[src/rtl/cpu_mem_pkg.sv]
// rtl/cpu_mem_pkg.sv - shared FSM/owner encodings and line constants for the memory arbiter
package cpu_mem_pkg;

  typedef enum logic [1:0] {
    ST_IDLE  = 2'd0,
    ST_BURST = 2'd1,
    ST_WRITE = 2'd2
  } state_e;

  typedef enum logic {
    OWN_I = 1'b0,
    OWN_D = 1'b1
  } owner_e;

  localparam int BURST_LEN_DEF = 8;

  // Byte-offset-within-line mask for the default line size (2 bytes per word).
  localparam logic [15:0] LINE_OFS_MASK = 16'(2 * BURST_LEN_DEF - 1);

  // Byte-offset mask for an arbitrary burst length.
  function automatic int line_mask(input int burst_len);
    return 2 * burst_len - 1;
  endfunction

endpackage

[src/rtl/arb_pick.sv]
// rtl/arb_pick.sv - 2-way I/D request picker, fixed D>I or round-robin when ARB_RR_EN is defined
module arb_pick
  import cpu_mem_pkg::*;
(
  input  logic i_req,
  input  logic d_req,
  input  logic last_owner,
  output logic grant_i,
  output logic grant_d
);

`ifdef ARB_RR_EN
  // On a tie, grant whichever side was not served last; a lone requester always wins.
  always_comb begin
    grant_i = 1'b0;
    grant_d = 1'b0;
    if (i_req && d_req) begin
      grant_d = (last_owner == OWN_I);
      grant_i = (last_owner == OWN_D);
    end else begin
      grant_i = i_req;
      grant_d = d_req;
    end
  end
`else
  // Fixed priority: D always beats I; history is not consulted.
  logic unused_last_owner;
  assign unused_last_owner = last_owner;

  always_comb begin
    grant_i = 1'b0;
    grant_d = 1'b0;
    if (d_req) begin
      grant_d = 1'b1;
    end else if (i_req) begin
      grant_i = 1'b1;
    end
  end
`endif

endmodule

[src/rtl/mem_arbiter.sv]
// rtl/mem_arbiter.sv - shares one pipelined memory port between I-fill and D-fill/store (ARB_RR_EN: round-robin)
module mem_arbiter
  import cpu_mem_pkg::*;
#(
  parameter int ADDR_W    = 16,
  parameter int DATA_W    = 16,
  parameter int BURST_LEN = BURST_LEN_DEF
) (
  input  logic                         clk,
  input  logic                         rst_n,
  input  logic                         i_req,
  input  logic [ADDR_W-1:0]            i_addr,
  output logic                         i_rvalid,
  output logic [$clog2(BURST_LEN)-1:0] i_rword,
  output logic [DATA_W-1:0]            i_rdata,
  output logic                         i_done,
  input  logic                         d_req,
  input  logic                         d_we,
  input  logic [ADDR_W-1:0]            d_addr,
  input  logic [DATA_W-1:0]            d_wdata,
  output logic                         d_rvalid,
  output logic [$clog2(BURST_LEN)-1:0] d_rword,
  output logic [DATA_W-1:0]            d_rdata,
  output logic                         d_done,
  output logic                         mem_en,
  output logic                         mem_we,
  output logic [ADDR_W-1:0]            mem_addr,
  output logic [DATA_W-1:0]            mem_wdata,
  input  logic                         mem_rvalid,
  input  logic [DATA_W-1:0]            mem_rdata
);

  localparam int WORD_W = $clog2(BURST_LEN);
  localparam int CNT_W  = WORD_W + 1;
  localparam logic [ADDR_W-1:0] OFS_MASK  = ADDR_W'(line_mask(BURST_LEN));
  localparam logic [CNT_W-1:0]  CNT_LAST  = CNT_W'(BURST_LEN - 1);
  localparam logic [CNT_W-1:0]  CNT_LIMIT = CNT_W'(BURST_LEN);

  state_e             state_q, state_d;
  owner_e             owner_q, owner_d;
  owner_e             last_owner_q, last_owner_d;
  logic [ADDR_W-1:0]  addr_q, addr_d;
  logic [CNT_W-1:0]   issue_q, issue_d;
  logic [CNT_W-1:0]   ret_q, ret_d;

  logic grant_i, grant_d;

  arb_pick u_pick (
    .i_req      (i_req),
    .d_req      (d_req),
    .last_owner (last_owner_q),
    .grant_i    (grant_i),
    .grant_d    (grant_d)
  );

  // Next-state, command issue and return routing; everything idles at zero.
  always_comb begin
    state_d      = state_q;
    owner_d      = owner_q;
    last_owner_d = last_owner_q;
    addr_d       = addr_q;
    issue_d      = issue_q;
    ret_d        = ret_q;
    mem_en       = 1'b0;
    mem_we       = 1'b0;
    mem_addr     = '0;
    mem_wdata    = '0;
    i_rvalid     = 1'b0;
    i_rword      = '0;
    i_rdata      = '0;
    i_done       = 1'b0;
    d_rvalid     = 1'b0;
    d_rword      = '0;
    d_rdata      = '0;
    d_done       = 1'b0;

    case (state_q)
      ST_IDLE: begin
        // Returns arriving here belong to nobody and are dropped.
        issue_d = '0;
        ret_d   = '0;
        if (grant_d) begin
          owner_d      = OWN_D;
          last_owner_d = OWN_D;
          addr_d       = d_addr;
          state_d      = d_we ? ST_WRITE : ST_BURST;
        end else if (grant_i) begin
          owner_d      = OWN_I;
          last_owner_d = OWN_I;
          addr_d       = i_addr;
          state_d      = ST_BURST;
        end
      end

      ST_BURST: begin
        // Issue one word per cycle from the line base until the whole line is requested.
        if (issue_q < CNT_LIMIT) begin
          mem_en   = 1'b1;
          mem_addr = (addr_q & ~OFS_MASK) + ADDR_W'({issue_q, 1'b0});
          issue_d  = issue_q + 1'b1;
        end
        // Returns come back in order, so the return count is the word index.
        if (mem_rvalid) begin
          ret_d = ret_q + 1'b1;
          if (owner_q == OWN_D) begin
            d_rvalid = 1'b1;
            d_rword  = ret_q[WORD_W-1:0];
            d_rdata  = mem_rdata;
            d_done   = (ret_q == CNT_LAST);
          end else begin
            i_rvalid = 1'b1;
            i_rword  = ret_q[WORD_W-1:0];
            i_rdata  = mem_rdata;
            i_done   = (ret_q == CNT_LAST);
          end
          if (ret_q == CNT_LAST) begin
            state_d = ST_IDLE;
          end
        end
      end

      ST_WRITE: begin
        mem_en    = 1'b1;
        mem_we    = 1'b1;
        mem_addr  = addr_q & ~ADDR_W'(1);
        mem_wdata = d_wdata;
        d_done    = 1'b1;
        state_d   = ST_IDLE;
      end

      default: begin
        state_d = ST_IDLE;
      end
    endcase
  end

  // State register; reset drops any transaction in progress without a done pulse.
  always_ff @(posedge clk or negedge rst_n) begin
    if (!rst_n) begin
      state_q      <= ST_IDLE;
      owner_q      <= OWN_I;
      last_owner_q <= OWN_I;
      addr_q       <= '0;
      issue_q      <= '0;
      ret_q        <= '0;
    end else begin
      state_q      <= state_d;
      owner_q      <= owner_d;
      last_owner_q <= last_owner_d;
      addr_q       <= addr_d;
      issue_q      <= issue_d;
      ret_q        <= ret_d;
    end
  end

endmodule

[config.mk]
export PLATFORM = sky130hd
export DESIGN_NAME = mem_arbiter
export DESIGN_NICKNAME = d
export VERILOG_FILES = /design/src/rtl/cpu_mem_pkg.sv /design/src/rtl/arb_pick.sv /design/src/rtl/mem_arbiter.sv
export SDC_FILE = /design/constraint.sdc
export NUM_CORES = 1
export LEC_CHECK = 0
export ABC_AREA = 1
export ABC_CLOCK_PERIOD_IN_PS = 1800
export BUFFER_PORTS_ARGS = -buffer_cell sky130_fd_sc_hd__buf_2
export CORE_MARGIN = 1
export CORE_UTILIZATION = 42
export CTS_CLUSTER_DIAMETER = 80
export DETAILED_ROUTE_END_ITERATION = 12
export HOLD_SLACK_MARGIN = 0.15
export PLACE_DENSITY = 0.84
export SYNTH_ARGS = -nofsm -noshare
export SYNTH_HDL_FRONTEND = slang
export SYNTH_SLANG_ARGS = --single-unit
[constraint.sdc]
create_clock -name clk -period 1.8 [get_ports clk]
set_input_delay 0.36 -clock clk [delete_from_list [all_inputs] [get_ports clk]]
set_output_delay 0.36 -clock clk [all_outputs]
set_load 0.02 [all_outputs]
==> metrics.md, run 1 <==
| Metric | Value |
|---|---|
| Status | complete, but fails checks |
| Failing checks | setup timing |
| Fin area | 4380 um^2 |
| LEAKAGE | 0.00219 uW |
| CTS root buffer | clkbuf_8 |
| Initial Util | 0.438 |
| Routed vias | 3518 |
| Clock transition at path regs | 100 ps |
| DR WL/cell | 22.3 um |
| Vias/cell | 6.01 |
| Psw | 3490 uW |
| Die area | 5250 um^2 |
| Crit path capture type | output port |
| Largest net degree at the start of global routing | 31 |
| H-tree levels | 1 |
| Clock Sinks | 26 |
| Crit path arrival time | 1840 ps |
| Synth Area per Inst | 6.19 um^2 |
| DR DRC count | 0 |
| FF+latch area | 653 um^2 |
| Final antenna diode count | 0 |
| Fmax | 454 MHz |
| Initial antenna violation count | 0 |
| Setup ws final | -404 ps |
| Ys Warns | 0 |
| Final wirelength | 13000 um |
| Net count, final | 595 |
| Commonest cells after routing, fill and taps aside | 82 x nand2_1, 71 x buf_6, 69 x buf_2 |
| Share of layout cells above drive strength 1 | 0.581 |
| I/O pin total | 146 |
| Syn Inst Count | 337 |
| Die H | 72.5 um |
| Rows | 25 |
| CTS tree | built |
| Die X | 72.5 um |
| Multi-input logic area | 1650 um^2 |
| DR pass1 iterations | 5 |
| Final ANT Viol Nets | 0 |
| Worst Hold Class | primary input to flop |
| Power per standard cell area | 1540 nW/um^2 |
| Max cap viols | 0 |
| Slew @ Worst Pin | 639 ps |
| IO Port Bufs | 142 |
| Core footprint | 4750 um^2 |
| Setup repair after global routing missed its margin | true |
| Area grow syn2layout | 110% |
| Clock power frac | 0.075 |
| Pint | 3250 uW |
| Final period utilization | 1.22 |
| Crit path required time | 1440 ps |
| Fin crit period | 2200 ps |
| Bufs on Longest Clock Path | 2 |
| VDD IR max | 0.00122 V |
| Max-Slew Margin vs Limit | 0.574 |
| Startpoint Class | flop |
| Vias in the first global route | 2703 |
| Hold Fails Final Rpt | 0 |
| Sequential Power Share | 0.184 |
| Critical setup path kind | flop to output port |
| RePlAce Congestion | 0.905 |
| Final setup violation count | 75 |
| Commonest non-fill, non-tap cell in the layout | nand2_1 |
| Post-DP Area | 3020 um^2 |
| Skew final | 7.54 ps |
| Starting DRC count in detailed routing | 475 |
| Combinational Power Share | 0.741 |
| Post-DP HPWL | 4950 um |
| Post-Syn Area | 2080 um^2 |
| First-pass GRT wire length | 12700 um |
| Final slew viol count | 0 |
| Synth unique cells | 26 |
| Post-synthesis sequential area ratio | 0.312 |
| Min Hold Slack | 333 ps |
| Grt ovf | 0 |
| FILL cells | 169 |
| Worst-skew pair later-pin latency | 280 ps |
| Sw frac | 0.518 |
| Syn_nets | 413 |
| Total GRT Usage | 0.316 |
| Crit Path Max Fanout | 7 |
| Synth Register Bits | 26 |
| Num CTS Buffers | 3 |
## area by class of cell
| cell class | count | area share |
|---|---|---|
| multi-input combinational | 238 | 0.377 |
| clock inverter | 1 | 0.00686 |
| inverter | 59 | 0.0540 |
| timing repair buffer | 189 | 0.379 |
| clock buffer | 3 | 0.00943 |
| sequential | 26 | 0.149 |
| timing repair inverter | 2 | 0.00571 |
| tap | 67 | 0.0191 |
## what timing repair did
action                                 CTS  global route
setup endpoints to repair               72            73
cloned                                   2             5
hold buffers                             1             0
endpoints found under the hold margin   26             0
pin swaps                                8            13
gates resized for setup                155           127
setup buffers                           10            14
## state kept, by name, indices dropped and copies added (netlist names)
name,cells
owner_q,1
ret_q,4
state_q,2
issue_q,4
addr_q,15
## power by group through the flow
stage / Combinational, uW / Sequential, uW / Clock (uW)
floorplan: 1860 / 1050 / 0
detailed placement: 2760 / 1120 / 0
global placement: 2690 / 1110 / 0
CTS: 3680 / 1140 / 488
global route: 5160 / 1250 / 527
finish: 4990 / 1240 / 507
## kinds of logic (layout without fill, tap and decap cells)
kind of cell / after synthesis / count (layout) / share of synthesized area
AO/OA/AOI/OAI: 43 / 43 / 0.116
XOR/XNOR: 1 / 1 / 0.00420
adder cells (fa/ha/maj): 6 / 6 / 0.0360
buffers and inverters: 73 / 254 / 0.149
flip-flops: 26 / 26 / 0.312
other: 1 / 1 / 0.00180
AND/OR/NAND/NOR: 187 / 187 / 0.380
## worst max-delay path, cell delays in order, from the launching register on
cell,delay [ps]
dfrtp_1,500
nand2_1,160
nor2_1,280
nand3_1,140
nand2_1,130
nand2_4,70
a21oi_4,130
buf_6,130
## routing by layer
layer | track usage | vias to the layer above | wire, um
met1 | 0.368 | 1587 | 4260
met5 | 0 | - | 0
li1 | - | 1394 | -
met4 | 0.146 | 0 | 999
met2 | 0.564 | 420 | 6100
met3 | 0.0528 | 117 | 1660
## cell usage after synthesis
cell / number / area share
a21oi_1: 15 / 0.036
a21oi_2: 2 / 0.0084
a31oi_1: 15 / 0.045
buf_2: 9 / 0.022
buf_4: 3 / 0.011
buf_6: 2 / 0.011
clkinv_1: 1 / 0.0018
conb_1: 1 / 0.0018
dfrtp_1: 26 / 0.31
ha_1: 6 / 0.036
inv_1: 52 / 0.094
inv_2: 6 / 0.011
nand2_1: 94 / 0.17
nand2_2: 4 / 0.012
nand3_1: 9 / 0.022
nand3_2: 3 / 0.014
nand4_1: 2 / 0.0060
nor2_1: 65 / 0.12
nor2_2: 2 / 0.0060
nor2_4: 4 / 0.022
nor3_1: 3 / 0.0072
nor3_2: 1 / 0.0048
o21ai_0: 9 / 0.022
o21ai_1: 1 / 0.0024
o22ai_1: 1 / 0.0030
xnor2_1: 1 / 0.0042
## path summary, 6_finish.rpt
kind,from,end,slack (ps),cells past startpoint
setup reg to reg,state_q[1]$_DFFE_PN0P_,ret_q[0]$_DFFE_PN0P_,100,8
max in group asynchronous,rst_n,state_q[0]$_DFFE_PN0P_,710,2
setup / recovery,addr_q[10]$_DFFE_PN0P_,mem_addr[15],-400,7
min in group asynchronous,rst_n,addr_q[10]$_DFFE_PN0P_,620,2
hold / removal,d_addr[14],addr_q[14]$_DFFE_PN0P_,330,3
hold reg to reg,ret_q[3]$_DFFE_PN0P_,ret_q[3]$_DFFE_PN0P_,550,1
## through the flow
step	cells	total power [uW]	TNS (ps)	utilization	setup slack, ps
after global placement	549	3800	0	0.635	10.9
after global routing	585	6930	-24030	0.921	-520
after CTS	566	5320	-6180	0.777	-236
after detailed placement	549	3880	-36.7	0.635	-23.5
final	585	6730	-20770	0.921	-404
after floorplan	337	2910	-1410	-	-71.7
No activity file was read; power rests on OpenSTA's default activity.
==> run 2, diff against run 1 <==
--- a/config.mk
+++ b/config.mk
@@ -7,7 +7,7 @@
 export LEC_CHECK = 0
 export ABC_AREA = 1
 export ABC_CLOCK_PERIOD_IN_PS = 1800
-export BUFFER_PORTS_ARGS = -buffer_cell sky130_fd_sc_hd__buf_2
+export BUFFER_PORTS_ARGS = -buffer_cell sky130_fd_sc_hd__clkbuf_2
 export CORE_MARGIN = 1
 export CORE_UTILIZATION = 42
 export CTS_CLUSTER_DIAMETER = 80
==> run 2 against run 1 <==
The run still ends with setup timing left. Worst setup slack gained 69 ps. First-iteration DRC count shrank 23%. Critical path type unchanged. Critical endpoint is now mem_addr[8]. Wire length shrank 28%. Global-route usage shrank 0.61 points. Largest cell class is now multi-input gates.
==> metrics.md, run 2 (synthesis results as in run 1) <==
| Metric | Value |
|---|---|
| Status | complete, but fails checks |
| Failing checks | setup timing |
| Critical R2R Capture | ret_q[2]$_DFFE_PN0P_ |
| Skew final | 8.03 ps (+0.490 ps) |
| Die H | 72.5 um (unchanged) |
| Crit path required time | 1440 ps (about the same) |
| Final setup violation count | 69 (-8.0%) |
| Fin crit period | 2140 ps (-68.5 ps) |
| Worst-skew pair later-pin latency | 280 ps (about the same) |
| Critical setup path kind | flop to output port |
| Hold Fails Final Rpt | 0 (unchanged) |
| First-pass GRT wire length | 12600 um (-1.0%) |
| Worst min-delay path startpoint | d_addr[1] |
| Crit path cell chain | inv_2, ha_4, inv_4, nor2_4, inv_2, nor2_4, nor2_2, nor3_2, buf_4 |
| IO Port Bufs | 142 (unchanged) |
| Max cap viols | 0 (unchanged) |
| Commonest cells after routing, fill and taps aside | 82 x nand2_1, 73 x clkbuf_2, 46 x nor2_1, 46 x inv_1, 34 x clkbuf_4 |
| I/O pin total | 146 (unchanged) |
| Fmax | 468 MHz (+3.2%) |
| RePlAce Congestion | 0.847 (-6.4%) |
| Bufs on Longest Clock Path | 2 (unchanged) |
| H-tree levels | 1 (unchanged) |
| Final period utilization | 1.19 (-0.0381) |
| DR DRC count | 0 (unchanged) |
| Crit Path Max Fanout | 4 (-3) |
| Reg2reg setup slack | 210 ps (+110 ps) |
| Grt ovf | 0 (unchanged) |
| R2R cell count | 7 (-1) |
| Final slew viol count | 0 (unchanged) |
| Vias in the first global route | 2645 (-2.1%) |
| Total power | 5650 uW (-16%) |
| Initial antenna violation count | 0 (unchanged) |
| CTS tree | built |
| Biggest regs | addr_q (15), issue_q (4), ret_q (4) |
| Net count, final | 576 (-3.2%) |
| Commonest non-fill, non-tap cell in the layout | nand2_1 |
| Vias/cell | 5.43 (-9.7%) |
| Largest net degree at the start of global routing | 31 (unchanged) |
| Crit path capture type | output port |
| Final wirelength | 9440 um (-28%) |
| Num CTS Buffers | 3 (unchanged) |
| Setup repair after global routing missed its margin | true |
| Final ANT Viol Nets | 0 (unchanged) |
| Hold Path Cell Cnt | 3 (unchanged) |
| Slowest cell delay on critical path | 420 ps (-80 ps) |
| Starting DRC count in detailed routing | 368 (-23%) |
| Routed vias | 3075 (-13%) |
| R2r startpoint | state_q[1]$_DFFE_PN0P_ |
| Hold worst-path end | addr_q[1]$_DFFE_PN0P_ |
| Die X | 72.5 um (unchanged) |
| DR pass1 iterations | 7 (+2) |
| FILL cells | 293 (+73%) |
| Total GRT Usage | 0.310 (-0.00611) |
| Slew @ Worst Pin | 686 ps (+46.9 ps) |
| Min Hold Slack | 303 ps (-29.1 ps) |
| DR WL/cell | 16.7 um (-25%) |
| Crit path max-delay cell type | dfrtp_1 |
| Final antenna diode count | 0 (unchanged) |
| Most flop-heavy register | addr_q |
| Power per standard cell area | 1520 nW/um^2 (-1.4%) |
| Area grow syn2layout | 78.9% |
| Max reg flops | 15 (unchanged) |
| Crit path arrival time | 1780 ps (-60 ps) |
| LEAKAGE | 0.00204 uW (-7.0%) |
| Worst Hold Class | primary input to flop |
| Initial Util | 0.438 (unchanged) |
| Share of layout cells above drive strength 1 | 0.513 (-0.0681) |
| CTS root buffer | clkbuf_8 |
| Die area | 5250 um^2 (unchanged) |
| Max-Slew Margin vs Limit | 0.543 (-0.0313) |
| Rows | 25 (unchanged) |
| Post-DP HPWL | 4900 um (-0.83%) |
| Setup ws final | -336 ps (+68.5 ps) |
| Core footprint | 4750 um^2 (unchanged) |
| Startpoint Class | flop |
| VDD IR max | 0.000856 V (-30%) |
| Clock Sinks | 26 (unchanged) |
| Clock transition at path regs | 100 ps (about the same) |
## run 2: how the worst max path moves through the flow
stage               slack (ps)              startpoint  cells past startpoint            to
floorplan                  -70  state_q[1]$_DFFE_PN0P_                      7    i_rdata[0]
global placement            30   addr_q[4]$_DFFE_PN0P_                     10  mem_addr[10]
detailed placement         -20   addr_q[4]$_DFFE_PN0P_                     10  mem_addr[10]
CTS                       -220  state_q[1]$_DFFE_PN0P_                      8  mem_addr[11]
global route              -400  state_q[1]$_DFFE_PN0P_                      9   mem_addr[8]
finish                    -340  state_q[1]$_DFFE_PN0P_                      9   mem_addr[8]
## run 2: where the power goes
group	total [uW]	leakage [uW]	switching, uW	internal [uW]
clock network	505	0.0000357	207	298
logic	3920	0.00169	2300	1620
registers	1230	0.000313	392	839
## run 2: critical path: cells and delay by family (launching register included)
kind,cells,cell delay [ps]
DFF,1,420
buffers and inverters,4,400
and+or+nand+nor,4,510
adders and majority gates,1,170
## run 2: routing by layer
layer  part of all wire  track usage  up-vias
met4              0.053        0.148        0
met2               0.50        0.544      230
met1               0.36        0.366     1430
li1                   -            -     1351
met5                  0            0        -
met3              0.083       0.0528       64
## run 2: metrics by stage
stage / cell area [um^2] / setup slack (ps) / std cells / setup TNS (ps) / utilization
floorplan: 2150 / -71.7 / 337 / -1410 / -
global placement: 3000 / 26.4 / 548 / 0 / 0.631
detailed placement: 3000 / -15.3 / 548 / -24.8 / 0.631
CTS: 3560 / -222 / 559 / -6810 / 0.748
global route: 3730 / -395 / 566 / -18030 / 0.784
finish: 3730 / -336 / 566 / -14640 / 0.784
## run 2: cell type report
cell class	count	area (um^2)	area share
flip-flops and latches	26	652	0.175
well taps	67	83.8	0.0225
multi-input cells	238	1400	0.374
clock buffers	3	41.3	0.0111
clock inverters	1	30.0	0.00805
repair buffers	172	1290	0.346
inverters	59	236	0.0634
## run 2: timing repair
| item | in CTS | in global routing |
|---|---|---|
| hold buffers | 1 | 0 |
| cloned | 0 | 1 |
| setup buffers | 6 | 6 |
| pin swaps | 8 | 13 |
| endpoints found under the setup margin | 72 | 72 |
| endpoints found under the hold margin | 26 | 0 |
| resized for setup | 121 | 57 |
==> run 3, diff against run 2 <==
--- a/config.mk
+++ b/config.mk
@@ -5,15 +5,14 @@
 export SDC_FILE = /design/constraint.sdc
 export NUM_CORES = 1
 export LEC_CHECK = 0
-export ABC_AREA = 1
 export ABC_CLOCK_PERIOD_IN_PS = 1800
 export BUFFER_PORTS_ARGS = -buffer_cell sky130_fd_sc_hd__clkbuf_2
 export CORE_MARGIN = 1
-export CORE_UTILIZATION = 42
+export CORE_UTILIZATION = 40
 export CTS_CLUSTER_DIAMETER = 80
 export DETAILED_ROUTE_END_ITERATION = 12
 export HOLD_SLACK_MARGIN = 0.15
-export PLACE_DENSITY = 0.84
+export PLACE_DENSITY = 0.81
 export SYNTH_ARGS = -nofsm -noshare
 export SYNTH_HDL_FRONTEND = slang
 export SYNTH_SLANG_ARGS = --single-unit
==> run 3 against run 2 <==
The run still ends with setup timing left. Non-clock buffer count up 10. Count of clock-buffer cells in the layout up 1. Maximum frequency down 10%. Highest routed layer unchanged. Core utilization up 3.9 points. Critical path type unchanged. Synthesized area down 3.7%. Die area up 1.1%.
==> metrics.md, run 3 <==
| Metric | Value |
|---|---|
| Status | complete, but fails checks |
| Failing checks | setup timing |
| Post-Syn Area | 2010 um^2 (-3.7%) |
| Syn_nets | 320 (-23%) |
| Most flop-heavy register | addr_q |
| Synth Register Bits | 26 (unchanged) |
| Synth Area per Inst | 8.23 um^2 (+33%) |
| Skew final | 5.90 ps (-2.14 ps) |
| Ys Warns | 0 (unchanged) |
| Biggest regs | addr_q (15), issue_q (4), ret_q (4) |
| Grt ovf | 0 (unchanged) |
| Routed vias | 2786 (-9.4%) |
| Final slew viol count | 0 (unchanged) |
| Die X | 72.8 um (+0.52%) |
| Met2 Track Usage GR | 0.589 (+0.0447) |
| Die area | 5300 um^2 (+1.1%) |
| Most frequent cell after synthesis | and2_1 |
| Syn Inst Count | 244 (-28%) |
| Fmax | 421 MHz (-10%) |
| IO Port Bufs | 142 (unchanged) |
| I/O pin total | 146 (unchanged) |
| Crit Path Max Fanout | 2 (-2) |
| Post-synthesis sequential area ratio | 0.324 (+0.0121) |
| H-tree levels | 1 (unchanged) |
| Post-synth top area share | 0.324 (+0.0121) |
| Setup repair after global routing missed its margin | true |
| Die H | 72.8 um (+0.52%) |
| Final period utilization | 1.32 (+0.132) |
| Max cap viols | 0 (unchanged) |
| Clock transition at path regs | 100 ps (about the same) |
| Area grow syn2layout | 96.3% |
| Total GRT Usage | 0.330 (+0.0204) |
| Vias/cell | 5.79 (+6.6%) |
| Critical setup path kind | flop to output port |
| DR pass1 iterations | 5 (-2) |
| DR WL/cell | 20.3 um (+22%) |
| Startpoint Class | flop |
| Final antenna diode count | 0 (unchanged) |
| Starting DRC count in detailed routing | 273 (-26%) |
| Worst Hold Class | primary input to flop |
| VDD IR max | 0.000915 V (+6.8%) |
| Met3 GRT Util | 0.0566 (+0.00385) |
| Peak-usage layer in the global routing report | met2 |
| Rows | 25 (unchanged) |
| Initial Util | 0.419 (-0.0191) |
| Crit path max-delay cell type | dfrtp_1 |
| Final setup violation count | 75 (+8.7%) |
| Setup ws final | -573 ps (-237 ps) |
| GR Util met1 | 0.355 (-0.0112) |
| Worst-skew pair later-pin latency | 290 ps (about the same) |
| Fin area | 3940 um^2 (+5.7%) |
| Dpl cells | 457 (-17%) |
| Post-synth top area cell | dfrtp_1 |
| Pre-CTS worst setup slack | -492 ps (-476 ps) |
| Leading cell types by total area after synthesis | dfrtp_1 32%, and2_1 19%, mux2i_1 8.5% |
| Hold Fails Final Rpt | 0 (unchanged) |
| Crit path cell chain | inv_2, ha_4, and3b_2, or3b_1, o211ai_1, buf_4 |
| Clock Sinks | 26 (unchanged) |
| Max-Slew Margin vs Limit | 0.549 (+0.00662) |
| Power per standard cell area | 1520 nW/um^2 (about the same) |
| Commonest non-fill, non-tap cell in the layout | clkbuf_2 |
| Post-DP HPWL | 4570 um (-6.8%) |
| Share of layout cells above drive strength 1 | 0.618 (+0.105) |
| LEAKAGE | 0.00195 uW (-4.2%) |
| Total power | 5980 uW (+5.8%) |
| Final ANT Viol Nets | 0 (unchanged) |
| Max reg flops | 15 (unchanged) |
| Synth unique cells | 37 (+42%) |
| Final Non-Filler Cells | 481 (-15%) |
| Ys async rst share | 1.00 (unchanged) |
| EDFF count, synth | 0 (unchanged) |
| Num CTS Buffers | 3 (unchanged) |
| Initial antenna violation count | 0 (unchanged) |
| RePlAce Congestion | 0.876 (+3.4%) |
| Largest net degree at the start of global routing | 31 (unchanged) |
| CTS root buffer | clkbuf_8 |
| DR DRC count | 0 (unchanged) |
| First-pass GRT wire length | 13200 um (+4.4%) |
| Bufs on Longest Clock Path | 2 (unchanged) |
| Fin crit period | 2370 ps (+237 ps) |
| Core footprint | 4790 um^2 (+0.66%) |
| Post-synth top cells | 61 x and2_1, 34 x nand2_1, 26 x dfrtp_1 |
| Post-DP Area | 2950 um^2 (-1.8%) |
| Slew @ Worst Pin | 676 ps (-9.94 ps) |
| Ys flop type | dfrtp_1 |
| Crit path required time | 1440 ps (about the same) |
| Vias in the first global route | 2664 (+0.72%) |
| Crit path arrival time | 2010 ps (+230 ps) |
| Commonest cells after routing, fill and taps aside | 74 x clkbuf_2, 38 x and2_4, 38 x buf_4 |
| Slowest cell delay on critical path | 400 ps (-20 ps) |
| Crit path capture type | output port |
| Final wirelength | 9760 um (+3.4%) |
| CTS tree | built |
| Net count, final | 491 (-15%) |
run 3: cell count changes in the layout (fill, tap and decap cells not counted), moves of 12 or more:
cell	delta
nor2_1	-44
inv_1	-46
nor2_2	-17
a31oi_1	-15
clkbuf_4	-33
and2_1	+23
mux2i_1	+17
clkbuf_8	+16
and2_4	+38
nand2_1	-50
buf_8	+14
nand2_2	-12
run 3: worst paths after layout:
path	start	end	slack, ps	depth (start not counted)
max reg2reg	state_q[0]$_DFFE_PN0P_	state_q[0]$_DFFE_PN0P_	340	6
min in group asynchronous	rst_n	addr_q[11]$_DFFE_PN0P_	630	2
min reg2reg	addr_q[15]$_DFFE_PN0P_	addr_q[15]$_DFFE_PN0P_	510	2
max in group asynchronous	rst_n	owner_q$_DFFE_PN0P_	690	2
max	state_q[0]$_DFFE_PN0P_	mem_addr[14]	-570	6
min	i_addr[9]	addr_q[9]$_DFFE_PN0P_	340	3
run 3: cell families after synthesis:
kind of cell	Yosys count	share of synthesized area
buf+inv	22	0.0486
mux	17	0.0848
fa+ha+maj	6	0.0374
simple gates	119	0.331
compound gates	47	0.146
flops	26	0.324
xor+xnor	6	0.0262
other cells	1	0.00187
run 3: stage by stage:
stage / hold slack (ps) / utilization / TNS [ps]
finish: 336 / 0.823 / -26050
global route: 343 / 0.823 / -27820
CTS: 351 / 0.800 / -17190
detailed placement: 424 / 0.615 / -12290
global placement: 421 / 0.615 / -7800
floorplan: 64.4 / - / -434
run 3: repair_timing:
action,4_1_cts,5_1_grt
setup endpoints to repair,75,75
hold buffers,1,0
setup buffers,11,3
pin swaps,7,5
endpoints found under the hold margin,26,0
gates resized for setup,163,59
gates cloned,5,0
run 3: per-layer routing:
metal  up-vias  routed length, um
li1       1177                  -
met1      1335               3440
met2       212               5030
met3        62                653
met4         0                632
met5         -                  0
run 3: power by group:
group	internal (uW)	leakage, uW	switching [uW]	total, uW
logic	2130	0.00160	2210	4340
clock network	197	0.0000288	220	417
registers	839	0.000327	385	1220
total	3160	0.00195	2810	5980
run 3: layout make-up:
type                    count  area, um^2
clock buffers               4        55.1
fillers                   258         846
inverters                   3        13.8
multi-input cells         199        1600
flip-flops and latches     26         652
well taps                  67        83.8
repair buffers            182        1540
run 3: worst max-delay path: cells and delay by family (launching register included):
kind | cells | cell delay (ps)
compound gates | 1 | 200
fa+ha+maj | 1 | 290
buf+inv | 2 | 270
flops | 1 | 400
simple gates | 2 | 560
